===== src/rtl/l1i_fill_ctrl.sv =====
// L1 instruction-cache miss controller: round-robin arbitration of per-thread misses, one L2 fill in flight.
// Optional L1I_MISS_MERGE_EN also wakes every thread waiting on the line being filled.
module l1i_fill_ctrl #(
    parameter int NUM_THREADS     = 4,
    parameter int LINE_ADDR_WIDTH = 26,
    parameter int SET_WIDTH       = 4,
    parameter int NUM_WAYS        = 4,
    parameter int LINE_BITS       = 512
) (
    input  logic                                   clk,
    input  logic                                   reset,
    input  logic [NUM_THREADS-1:0]                 miss_valid,
    input  logic [NUM_THREADS*LINE_ADDR_WIDTH-1:0] miss_line_addr,
    output logic                                   l2_req_valid,
    input  logic                                   l2_req_ready,
    output logic [LINE_ADDR_WIDTH-1:0]             l2_req_addr,
    input  logic                                   l2_resp_valid,
    input  logic [LINE_BITS-1:0]                   l2_resp_data,
    input  logic [$clog2(NUM_WAYS)-1:0]            fill_victim_way,
    output logic                                   fill_en,
    output logic [$clog2(NUM_WAYS)-1:0]            fill_way,
    output logic [SET_WIDTH-1:0]                   fill_set,
    output logic [LINE_ADDR_WIDTH-SET_WIDTH-1:0]   fill_tag,
    output logic [LINE_BITS-1:0]                   fill_data,
    output logic [NUM_THREADS-1:0]                 wake_bitmap,
    output logic                                   busy
);

    localparam int TID_W = $clog2(NUM_THREADS);
    localparam int TAG_W = LINE_ADDR_WIDTH - SET_WIDTH;

    typedef enum logic [1:0] {
        S_IDLE = 2'd0,
        S_REQ  = 2'd1,
        S_WAIT = 2'd2,
        S_FILL = 2'd3
    } state_t;

    state_t                     state;
    state_t                     state_next;
    logic [TID_W-1:0]           rr_ptr;
    logic [TID_W-1:0]           grant_id;
    logic [LINE_ADDR_WIDTH-1:0] line_addr;
    logic [LINE_BITS-1:0]       line_data;
    logic [NUM_THREADS-1:0]     wake_mask;
    logic [NUM_THREADS-1:0]     eligible;
    logic                       grant_found;
    logic [TID_W-1:0]           grant_next;
    logic [TID_W-1:0]           scan_idx;

    assign eligible = miss_valid & ~wake_mask;

    // Search from rr_ptr upward; power-of-two thread count makes the wrap free.
    always_comb begin
        grant_found = 1'b0;
        grant_next  = rr_ptr;
        scan_idx    = rr_ptr;
        for (int i = 0; i < NUM_THREADS; i++) begin
            scan_idx = rr_ptr + TID_W'(i);
            if (!grant_found && eligible[scan_idx]) begin
                grant_found = 1'b1;
                grant_next  = scan_idx;
            end
        end
    end

    always_ff @(posedge clk) begin
        if (reset) begin
            state <= S_IDLE;
        end else begin
            state <= state_next;
        end
    end

    always_comb begin
        state_next = state;
        case (state)
            S_IDLE: if (grant_found)   state_next = S_REQ;
            S_REQ:  if (l2_req_ready)  state_next = S_WAIT;
            S_WAIT: if (l2_resp_valid) state_next = S_FILL;
            S_FILL:                    state_next = S_IDLE;
            default:                   state_next = S_IDLE;
        endcase
    end

    always_ff @(posedge clk) begin
        if (reset) begin
            rr_ptr    <= '0;
            grant_id  <= '0;
            line_addr <= '0;
            line_data <= '0;
            wake_mask <= '0;
        end else begin
            wake_mask <= wake_bitmap;
            if (state == S_IDLE && grant_found) begin
                grant_id  <= grant_next;
                line_addr <= miss_line_addr[grant_next*LINE_ADDR_WIDTH +: LINE_ADDR_WIDTH];
                rr_ptr    <= grant_next + TID_W'(1);
            end
            if (state == S_WAIT && l2_resp_valid) begin
                line_data <= l2_resp_data;
            end
        end
    end

    // Outputs are forced low while reset is held so a fill in progress is dropped without a wake.
    always_comb begin
        l2_req_valid = 1'b0;
        l2_req_addr  = '0;
        fill_en      = 1'b0;
        fill_way     = '0;
        fill_set     = '0;
        fill_tag     = '0;
        fill_data    = '0;
        wake_bitmap  = '0;
        busy         = 1'b0;
        if (!reset) begin
            busy = (state != S_IDLE);
            case (state)
                S_REQ: begin
                    l2_req_valid = 1'b1;
                    l2_req_addr  = line_addr;
                end
                S_FILL: begin
                    fill_en               = 1'b1;
                    fill_way              = fill_victim_way;
                    fill_set              = line_addr[SET_WIDTH-1:0];
                    fill_tag              = line_addr[LINE_ADDR_WIDTH-1:SET_WIDTH];
                    fill_data             = line_data;
                    wake_bitmap[grant_id] = 1'b1;
`ifdef L1I_MISS_MERGE_EN
                    for (int i = 0; i < NUM_THREADS; i++) begin
                        if (miss_valid[i] &&
                            miss_line_addr[i*LINE_ADDR_WIDTH +: LINE_ADDR_WIDTH] == line_addr) begin
                            wake_bitmap[i] = 1'b1;
                        end
                    end
`endif
                end
                default: begin
                end
            endcase
        end
    end

endmodule


===== config.mk =====
export PLATFORM = sky130hd
export DESIGN_NAME = l1i_fill_ctrl
export DESIGN_NICKNAME = d
export VERILOG_FILES = /design/src/rtl/l1i_fill_ctrl.sv
export SDC_FILE = /design/constraint.sdc
export NUM_CORES = 1
export LEC_CHECK = 0
export ABC_AREA = 1
export CAP_MARGIN = 40
export CORE_AREA = 2 2 462 464
export DETAILED_ROUTE_END_ITERATION = 7
export DIE_AREA = 0 0 464 466
export DONT_BUFFER_PORTS = 1
export MAX_ROUTING_LAYER = met4
export PLACE_DENSITY = 0.34
export SKIP_CTS_REPAIR_TIMING = 1
export SLEW_MARGIN = 10
export SYNTH_ARGS = -nofsm -noshare
export SYNTH_HDL_FRONTEND = slang
export SYNTH_SLANG_ARGS = --single-unit

===== constraint.sdc =====
create_clock -name clk -period 1.98 [get_ports clk]
set_clock_uncertainty 0.05 [all_clocks]
set_input_delay 0.495 -clock clk [delete_from_list [all_inputs] [get_ports clk]]
set_output_delay 0.495 -clock clk [all_outputs]
set_load 0.03 [all_outputs]

==> reports/results.ini <==
[yosys]
postSynthRegisterBits = 548
yosysUniqueCellTypes = 29
syn_inst = 3931
async_flop_share_pct = 0
synthMostInstantiatedCell = nor2_1
synth_seq_area_share_pct = 44.3
main_synth_ff_type = dfxtp_1
yosys-top-cells-area = dfxtp_1, nor2_1, nand2_1
synth_area_in_compound_gates_pct = 11.2
post_synth_and_or_nand_nor_area_fraction_pct = 38.0
most_common_library_cells_after_synthesis = nor2_1, nand2_1, dfxtp_1
syn_area_per_cell_sq_um = 6.30
summed_instance_area_of_the_synthesized_netlist_sq_um = 24800
synth.yosys.warnings = 0
synth_enable_flop_cells = 0
synth-adder-area-share_pct = 0.202
yosys.area_share.xor_xnor_pct = 0
synth_top_family_by_area = simple AND/OR/NAND/NOR gates
yosys.area.top_type = dfxtp_1
postSynthNetCount = 4561
synthMuxAreaShare_pct = 0
synth_top_area_share_pct = 44.3

[clock_network]
tritoncts.num_buffers = 77
tritoncts = done
tritoncts_num_sinks = 548
insertion_delay_of_the_later_clocked_pin_in_the_worst_skew_pair_ns = 0.68
cts-root-to-sink-buffers = 3
cts_max_level = 3
clk_transition_reported_paths_ns = 0.05
clock_tree.root_cell = clkbuf_16

[grt]
first_pass_grt_wire_length_mm = 199
grtUsageTotal_pct = 12.9
antenna_found_initial = 51
grt_start_max_net_pins = 546
number_of_global_route_vias_before_repair = 26700
grt_remaining_overflow = 0

[timing]
grt_setup_unrepaired = yes
timing.slew.headroom_pct = 56.3
setup_viol = 852
worstMarginPinSlew_ns = 0.656
finalHoldViolations = 0
drv_slew = 0
final_clock_period_utilization_by_the_worst_path_pct = 142
final.setup.worst_slack_ns = -0.823
min_period_ns = 2.80
whs_ns = 0.0199
max_freq_mhz = 357

[routing]
drc_errors = 0
wl_met1_mm = 62.6
totalWireLength_mm = 152
drt_iter0_markers = 1587
wl_met2_mm = 74.6
vias_per_cell = 3.75
wl_met3_mm = 10.7
via_count = 29400
pre_repair_dr_iteration_count = 5
wire_per_inst_um = 19.3
ant_nets = 0
uppermost_metal_layer_occupied_by_signal_nets = met4

[min_path]
worst_hold_path_type = in2reg

[floorplan]
initial_core_util_pct = 11.7
design.portCount = 1199
fp.dieW_um = 464
rows = 169
dieHeight_um = 466
die_area_sq_um = 216000
design.core.area_sq_um = 211000

[setup_path]
critPathLaunchType = flip-flop
critical_path_required_ns = 1.43
crit_arrival_ns = 2.26
criticalPathCategory = reg2out
timing.critical_path.fanout_max = 24
worst_setup_path_end_kind = primary output

[final_layout]
syn_to_final_growth_pct = 95.1
final_layout_size_suffix_gt1_share_pct = 32.7
finish.utilization_pct = 22.9
layout.cell_area.non_filler_sq_um = 48300
final_net_count = 5580

[run_status]
result_of_the_run = finished with violations
violations = negative setup slack

[run]
max_cap_viol_count = 0

[power]
power.static_leakage_nw = 18.9
p_total_mw = 45.6
vdd_drop_max_uv = 802
pwr_density_cell_nw_per_um2 = 944

[place]
buffer_ports.inserted = 0
placedInstanceArea_sq_um = 37300
hpwl_mm = 111
gp_congestion = 0.907
preCtsSetupSlack_ns = -0.267

==> where the power goes <==
part / internal, mW / switching [mW] / total, mW
Clock: 8.03 / 5.75 / 13.8
Combinational: 6.97 / 10.2 / 17.2
Sequential: 13.2 / 1.48 / 14.7
Total: 28.2 / 17.4 / 45.6
==> kinds of logic after synthesis <==
| group | count (synthesis) |
|---|---|
| buf+inv | 391 |
| fa+ha+maj | 4 |
| flops | 548 |
| simple gates | 2437 |
| compound gates | 551 |
==> final timing paths <==
check                           slack, ns  cells after the start              to             start
worst max-delay path                -0.82                      8   fill_data[83]          state[1]
worst min-delay path                 0.02                      2   line_data[18]  l2_resp_data[18]
worst max register to register      -0.24                      9   line_data[57]          state[0]
worst min register to register       0.43                      2  line_data[287]    line_data[287]
==> worst max-delay path, stage by stage (launching register included) <==
cell	delay [ns]
dfxtp_4	0.37
ha_4	0.15
buf_4	0.12
buf_12	0.17
buf_12	0.21
buf_4	0.16
nand2_1	0.06
nor2_2	0.10
buf_4	0.17
==> layer usage <==
layer | vias to the layer above | GRT usage (%)
met4 | 0 | 3.62
met3 | 211 | 5.17
met5 | - | -
li1 | 14300 | -
met1 | 13800 | 14.2
met2 | 1099 | 21.4
==> flip-flops by register name, indices dropped and copies added, names as in the netlist <==
signal / count
wake_mask: 4
state: 2
line_addr: 26
rr_ptr: 2
grant_id: 2
line_data: 512
==> cell type report <==
cell class | instances | area [sq um]
multi-input cells | 2992 | 15900
fillers | 23400 | 163000
flip-flops and latches | 548 | 11000
diodes | 30 | 75.1
inverters | 73 | 304
clock inverters | 23 | 278
clock buffers | 109 | 2170
repair buffers | 1258 | 15100
well taps | 2821 | 3530
==> layout by cell type (no fill, tap or decap), types with 114 or more instances in the layout <==
master and count:
nor2_1 1025, buf_12 243, buf_6 162, nor2_4 231, nor2_2 339, nand2_1 579
dfxtp_1 546, o21ai_0 515, nand2_4 114, buf_4 316, dlygate4sd3_1 483
==> metrics by stage <==
| stage | TNS, ns | cells |
|---|---|---|
| finish | -404.75 | 7854 |
| global route | -570.31 | 7853 |
| CTS | -513.36 | 7268 |
| detailed placement | -82.87 | 7136 |
| global placement | -71.50 | 7136 |
| floorplan | -79.72 | 3931 |
No activity file was read; power rests on OpenSTA's default activity.
